## config.mk

```make
export PLATFORM = sky130hd
export DESIGN_NAME = mem_port_arbiter
export DESIGN_NICKNAME = d
export VERILOG_FILES = /design/src/rtl/mem_port_arbiter_pkg.sv /design/src/rtl/arb_streak_counter.sv /design/src/rtl/mem_port_arbiter.sv
export SDC_FILE = /design/constraint.sdc
export NUM_CORES = 1
export LEC_CHECK = 0
export CAP_MARGIN = 25
export CORE_AREA = 2 2 109 111
export DETAILED_ROUTE_END_ITERATION = 8
export DIE_AREA = 0 0 111 113
export MAX_ROUTING_LAYER = met4
export PLACE_DENSITY = 0.65
export RECOVER_POWER = 50
export SETUP_SLACK_MARGIN = 0.4
export SYNTH_ARGS = -nofsm -noshare
export SYNTH_HDL_FRONTEND = slang
export SYNTH_SLANG_ARGS = --single-unit
```

## constraint.sdc

```tcl
create_clock -name i_clk -period 1.9 [get_ports i_clk]
set_input_delay 0.38 -clock i_clk [delete_from_list [all_inputs] [get_ports i_clk]]
set_output_delay 0.38 -clock i_clk [all_outputs]
set_load 0.1 [all_outputs]
```

## src/rtl/mem_port_arbiter_pkg.sv

```systemverilog
// mem_port_arbiter_pkg: shared read-owner encodings for the memory port arbiter
package mem_port_arbiter_pkg;
  typedef enum logic [1:0] {
    OWN_NONE = 2'd0,
    OWN_IF   = 2'd1,
    OWN_DM   = 2'd2
  } owner_e;
  function automatic int streak_w(input int max_streak);
    return max_streak > 0 ? $clog2(max_streak + 1) : 1;
  endfunction
endpackage

```

## src/rtl/arb_streak_counter.sv

```systemverilog
// arb_streak_counter: saturating data-grant streak counter with clear and max flag
module arb_streak_counter
  import mem_port_arbiter_pkg::*;
#(
  parameter int MAX = 4
) (
  input  logic i_clk,
  input  logic i_rst_n,
  input  logic i_inc,
  input  logic i_clr,
  output logic o_at_max
);
  localparam int W = streak_w(MAX);
  logic [W-1:0] r_cnt;
  assign o_at_max = r_cnt >= W'(MAX);
  always_ff @(posedge i_clk or negedge i_rst_n) begin
    if (!i_rst_n) r_cnt <= '0;
    else if (i_clr) r_cnt <= '0;
    else if (i_inc && !o_at_max) r_cnt <= r_cnt + 1'b1;
  end
endmodule

```

## src/rtl/mem_port_arbiter.sv

```systemverilog
// mem_port_arbiter: shares one synchronous memory between fetch and load/store with data priority
module mem_port_arbiter
  import mem_port_arbiter_pkg::*;
#(
  parameter int MAX_DM_STREAK = 4
) (
  input  logic        i_clk,
  input  logic        i_rst_n,
  input  logic        i_if_req,
  input  logic [31:0] i_if_addr,
  input  logic        i_if_flush,
  output logic        o_if_gnt,
  output logic        o_if_rvalid,
  output logic [31:0] o_if_rdata,
  input  logic        i_dm_req,
  input  logic        i_dm_we,
  input  logic [31:0] i_dm_addr,
  input  logic [31:0] i_dm_wdata,
  input  logic [3:0]  i_dm_mask,
  output logic        o_dm_gnt,
  output logic        o_dm_rvalid,
  output logic [31:0] o_dm_rdata,
  output logic [31:0] o_mem_addr,
  output logic        o_mem_ren,
  output logic        o_mem_wen,
  output logic [31:0] o_mem_wdata,
  output logic [3:0]  o_mem_mask,
  input  logic [31:0] i_mem_rdata
);
  logic   w_at_max;
  logic   w_dm_rd;
  owner_e r_owner;
  logic   r_flush;
  arb_streak_counter #(.MAX(MAX_DM_STREAK)) u_streak (
    .i_clk    (i_clk),
    .i_rst_n  (i_rst_n),
    .i_inc    (o_dm_gnt & i_if_req),
    .i_clr    (o_if_gnt | ~i_if_req),
    .o_at_max (w_at_max)
  );
  always_comb begin
    o_dm_gnt    = i_dm_req & (~i_if_req | ~w_at_max);
    o_if_gnt    = i_if_req & ~o_dm_gnt;
    w_dm_rd     = o_dm_gnt & ~i_dm_we;
    o_mem_wen   = o_dm_gnt & i_dm_we;
    o_mem_ren   = o_if_gnt | w_dm_rd;
    o_mem_addr  = o_dm_gnt ? i_dm_addr : o_if_gnt ? i_if_addr : '0;
    o_mem_wdata = o_mem_wen ? i_dm_wdata : '0;
    o_mem_mask  = o_mem_wen ? i_dm_mask : o_mem_ren ? 4'hF : 4'h0;
  end
  always_ff @(posedge i_clk or negedge i_rst_n) begin
    if (!i_rst_n) begin
      r_owner <= OWN_NONE;
      r_flush <= 1'b0;
    end else begin
      r_owner <= o_if_gnt ? OWN_IF : w_dm_rd ? OWN_DM : OWN_NONE;
      r_flush <= o_if_gnt & i_if_flush;
    end
  end
  assign o_if_rvalid = (r_owner == OWN_IF) & ~r_flush;
  assign o_dm_rvalid = r_owner == OWN_DM;
  assign o_if_rdata  = i_mem_rdata;
  assign o_dm_rdata  = i_mem_rdata;
endmodule
```

==> flow_metrics.env <==
export IMPL_run_status="finished with violations"
export IMPL_violations="negative setup slack"
export IMPL_irDropWorstVdd_mv=0.4679
export IMPL_ff2ff_setup_slack_ps=650
export IMPL_antenna_found_initial=0
export IMPL_place_ws_ps=-337.4
export IMPL_synth_area_leaders="buf_4 (33%), a32o_1 (22%), and3_1 (15%)"
export IMPL_ys_warnings_count=0
export IMPL_register_area_um2=151.4
export IMPL_cp_end_kind="output port"
export IMPL_dr_pass1_iters=3
export IMPL_use_met3=0.02571
export IMPL_diodes=0
export IMPL_insertion_delay_ps=220
export IMPL_rsz0062_at_grt="true"
export IMPL_critical_path_buf_inv_count=2
export IMPL_core_um2=11270
export IMPL_grt_overflow_total=0
export IMPL_cts_root_buffer="clkbuf_16"
export IMPL_fin_crit_sh=1.005
export IMPL_multiInputGateArea_um2=1299
export IMPL_cp_arrival_ps=1530
export IMPL_cp_start_kind="flip-flop"
export IMPL_die_width_um=111
export IMPL_worst_slew_pin_slew_ps=283.8
export IMPL_vias=1876
export IMPL_timing_rr_end="r_owner[0]"
export IMPL_synthesis_area_um2=1459
export IMPL_port_buffers=179
export IMPL_finClkSkew_ps=0.2063
export IMPL_use_met2=0.2368
export IMPL_yosysUniqueCellTypes=16
export IMPL_synth_seq_area_share=0.1029
export IMPL_synthesis_nets=320
export IMPL_postRouteAntennaNets=0
export IMPL_hold_viol=0
export IMPL_stdcell_area_um2=4589
export IMPL_cpPeakStageDelay_ps=430
export IMPL_power_density_nw_per_um2=478.7
export IMPL_grtUsageMet1=0.1248
export IMPL_cts_max_level=1
export IMPL_fillCellCount=1051
export IMPL_layout_common_cells="clkdlybuf4s50_1 (101), buf_12 (81), and3_4 (32), a32o_4 (32), buf_4 (10)"
export IMPL_hold_path_class="primary input to async pin"
export IMPL_worst_ep_required_time_ps=1520
export IMPL_postSynthCellCount=180
export IMPL_grt_max_degree=43
export IMPL_place_area_um2=4431
export IMPL_grt_pass1_vias=2104
export IMPL_crit_fanout=22
export IMPL_clk_pin_slew_ps=30
export IMPL_fin_crit_ps=1910
export IMPL_p_leak_uw=0.001807
export IMPL_critPathTopFamily="flip-flops"
export IMPL_die_y_um=113
export IMPL_grt_use_total=0.1211
export IMPL_cts_tree="done"
export IMPL_slew_headroom=0.8102
export IMPL_synth_top_area_frac=0.3345
export IMPL_clkSinkCount=6
export IMPL_dpl_hpwl_um=6527
export IMPL_cts_inserted_buffers=3
export IMPL_max_freq_mhz=523.5
export IMPL_syn_avg_cell_area_um2=8.105
export IMPL_layout_area_overhead_vs_synth_pct=214.6
export IMPL_routed_wl_um=7792
export IMPL_drv_cap=0
export IMPL_setup_ws_ps=-10.24
export IMPL_drc=0
export IMPL_drt_iter0_markers=61
export IMPL_crit_type="flip-flop to output port"
export IMPL_grt_pass1_wl_um=11930
export IMPL_gp_congestion=0.7859
export IMPL_drv_slew=0
export IMPL_dieArea_um2=12540
export IMPL_ff2ff_path_depth=5
export IMPL_setup_viol=19
export IMPL_routedWlPerCell_um=17.39
export IMPL_synth_top_area_cell="buf_4"
export IMPL_timing_rr_start="u_streak.r_cnt[2]"
export IMPL_start_util=0.1294
export IMPL_viasPerCell=4.188
export IMPL_path_common_cell="buf_12"
export IMPL_ys_ff_latch=6
export IMPL_crit_slowest_cell="dfrtp_2"
export IMPL_cts_buffer_depth=2
export IMPL_top_level_ports=276
export IMPL_std_cell_rows=39
export IMPL_layout_commonest_cell="clkdlybuf4s50_1"
export IMPL_crit_chain="nand2b_4 > buf_12 > a32o_4 > buf_12"
export IMPL_drive_gt1_frac=0.5967
export IMPL_final_nets=447
export IMPL_top_usage_layer="met2"
-- registers in the layout, summed over array words and instances (netlist names) --
signal	flops
r_owner	2
r_flush	1
u_streak.r_cnt	3
-- how the worst max path moves through the flow --
stage | start | endpoint | slack, ps | depth (start not counted)
floorplan | i_if_req | o_mem_wen | 150 | 5
global placement | i_dm_req | o_mem_addr[12] | -340 | 6
detailed placement | i_dm_req | o_mem_addr[7] | -340 | 6
CTS | u_streak.r_cnt[2] | o_mem_addr[20] | -30 | 4
global route | u_streak.r_cnt[2] | o_mem_addr[18] | -50 | 5
finish | u_streak.r_cnt[2] | o_mem_addr[20] | -10 | 4
-- layout make-up --
cell class | count | share of cell area
repair buffers | 206 | 0.6262
multi-input cells | 87 | 0.2830
well taps | 143 | 0.03899
flip-flops and latches | 6 | 0.03299
clock buffers | 3 | 0.01636
inverters | 3 | 0.002454
-- metal layers --
metal / vias up / share of wire
li1: 851 / -
met5: - / 0
met1: 859 / 0.35
met3: 26 / 0.079
met2: 140 / 0.55
met4: 0 / 0.018
-- cells by family after synthesis --
| family | share of synthesized area |
|---|---|
| buffers and inverters | 0.4202 |
| and+or+nand+nor | 0.2024 |
| AOI/OAI and AO/OA | 0.2573 |
| DFF | 0.1029 |
| adders and majority gates | 0.01715 |
-- synth_stat cells --
cell       n
clkbuf_1  10
buf_6      5
and3_1    36
nand2b_1   5
a32o_1    32
inv_1      3
and2_1     3
clkbuf_2   2
buf_2      2
a21boi_2   1
buf_4     65
nor2b_1    2
nor3b_1    1
dfrtp_1    6
ha_1       2
a22o_1     5
-- report_power, final --
| group | switching [uW] | internal (uW) |
|---|---|---|
| clock | 67.1 | 270 |
| combinational | 958 | 765 |
| sequential | 4.01 | 134 |
| total | 1030 | 1170 |
-- stage by stage --
step	util	TNS [ps]	total power, uW	hold slack, ps	cells
floorplan	-	0	1757	84.41	180
finish	0.4071	-95.03	2197	470.7	448
global placement	0.3931	-22160	1846	577.4	443
detailed placement	0.3931	-21600	1853	606.2	443
CTS	0.4063	-679.2	2219	405.9	447
global route	0.4071	-1621	2263	490.8	448
-- timing repair --
action | 4_1_cts | 5_1_grt
hold buffers | 0 | 0
endpoints found under the hold margin | 0 | 0
gates resized for setup | 15 | 4
setup endpoints to repair | 73 | 72
pin swaps | 1 | 1
buffers inserted | 0 | 1
cloned | 1 | 0
Note: power is estimated with default switching activity, not from simulation.
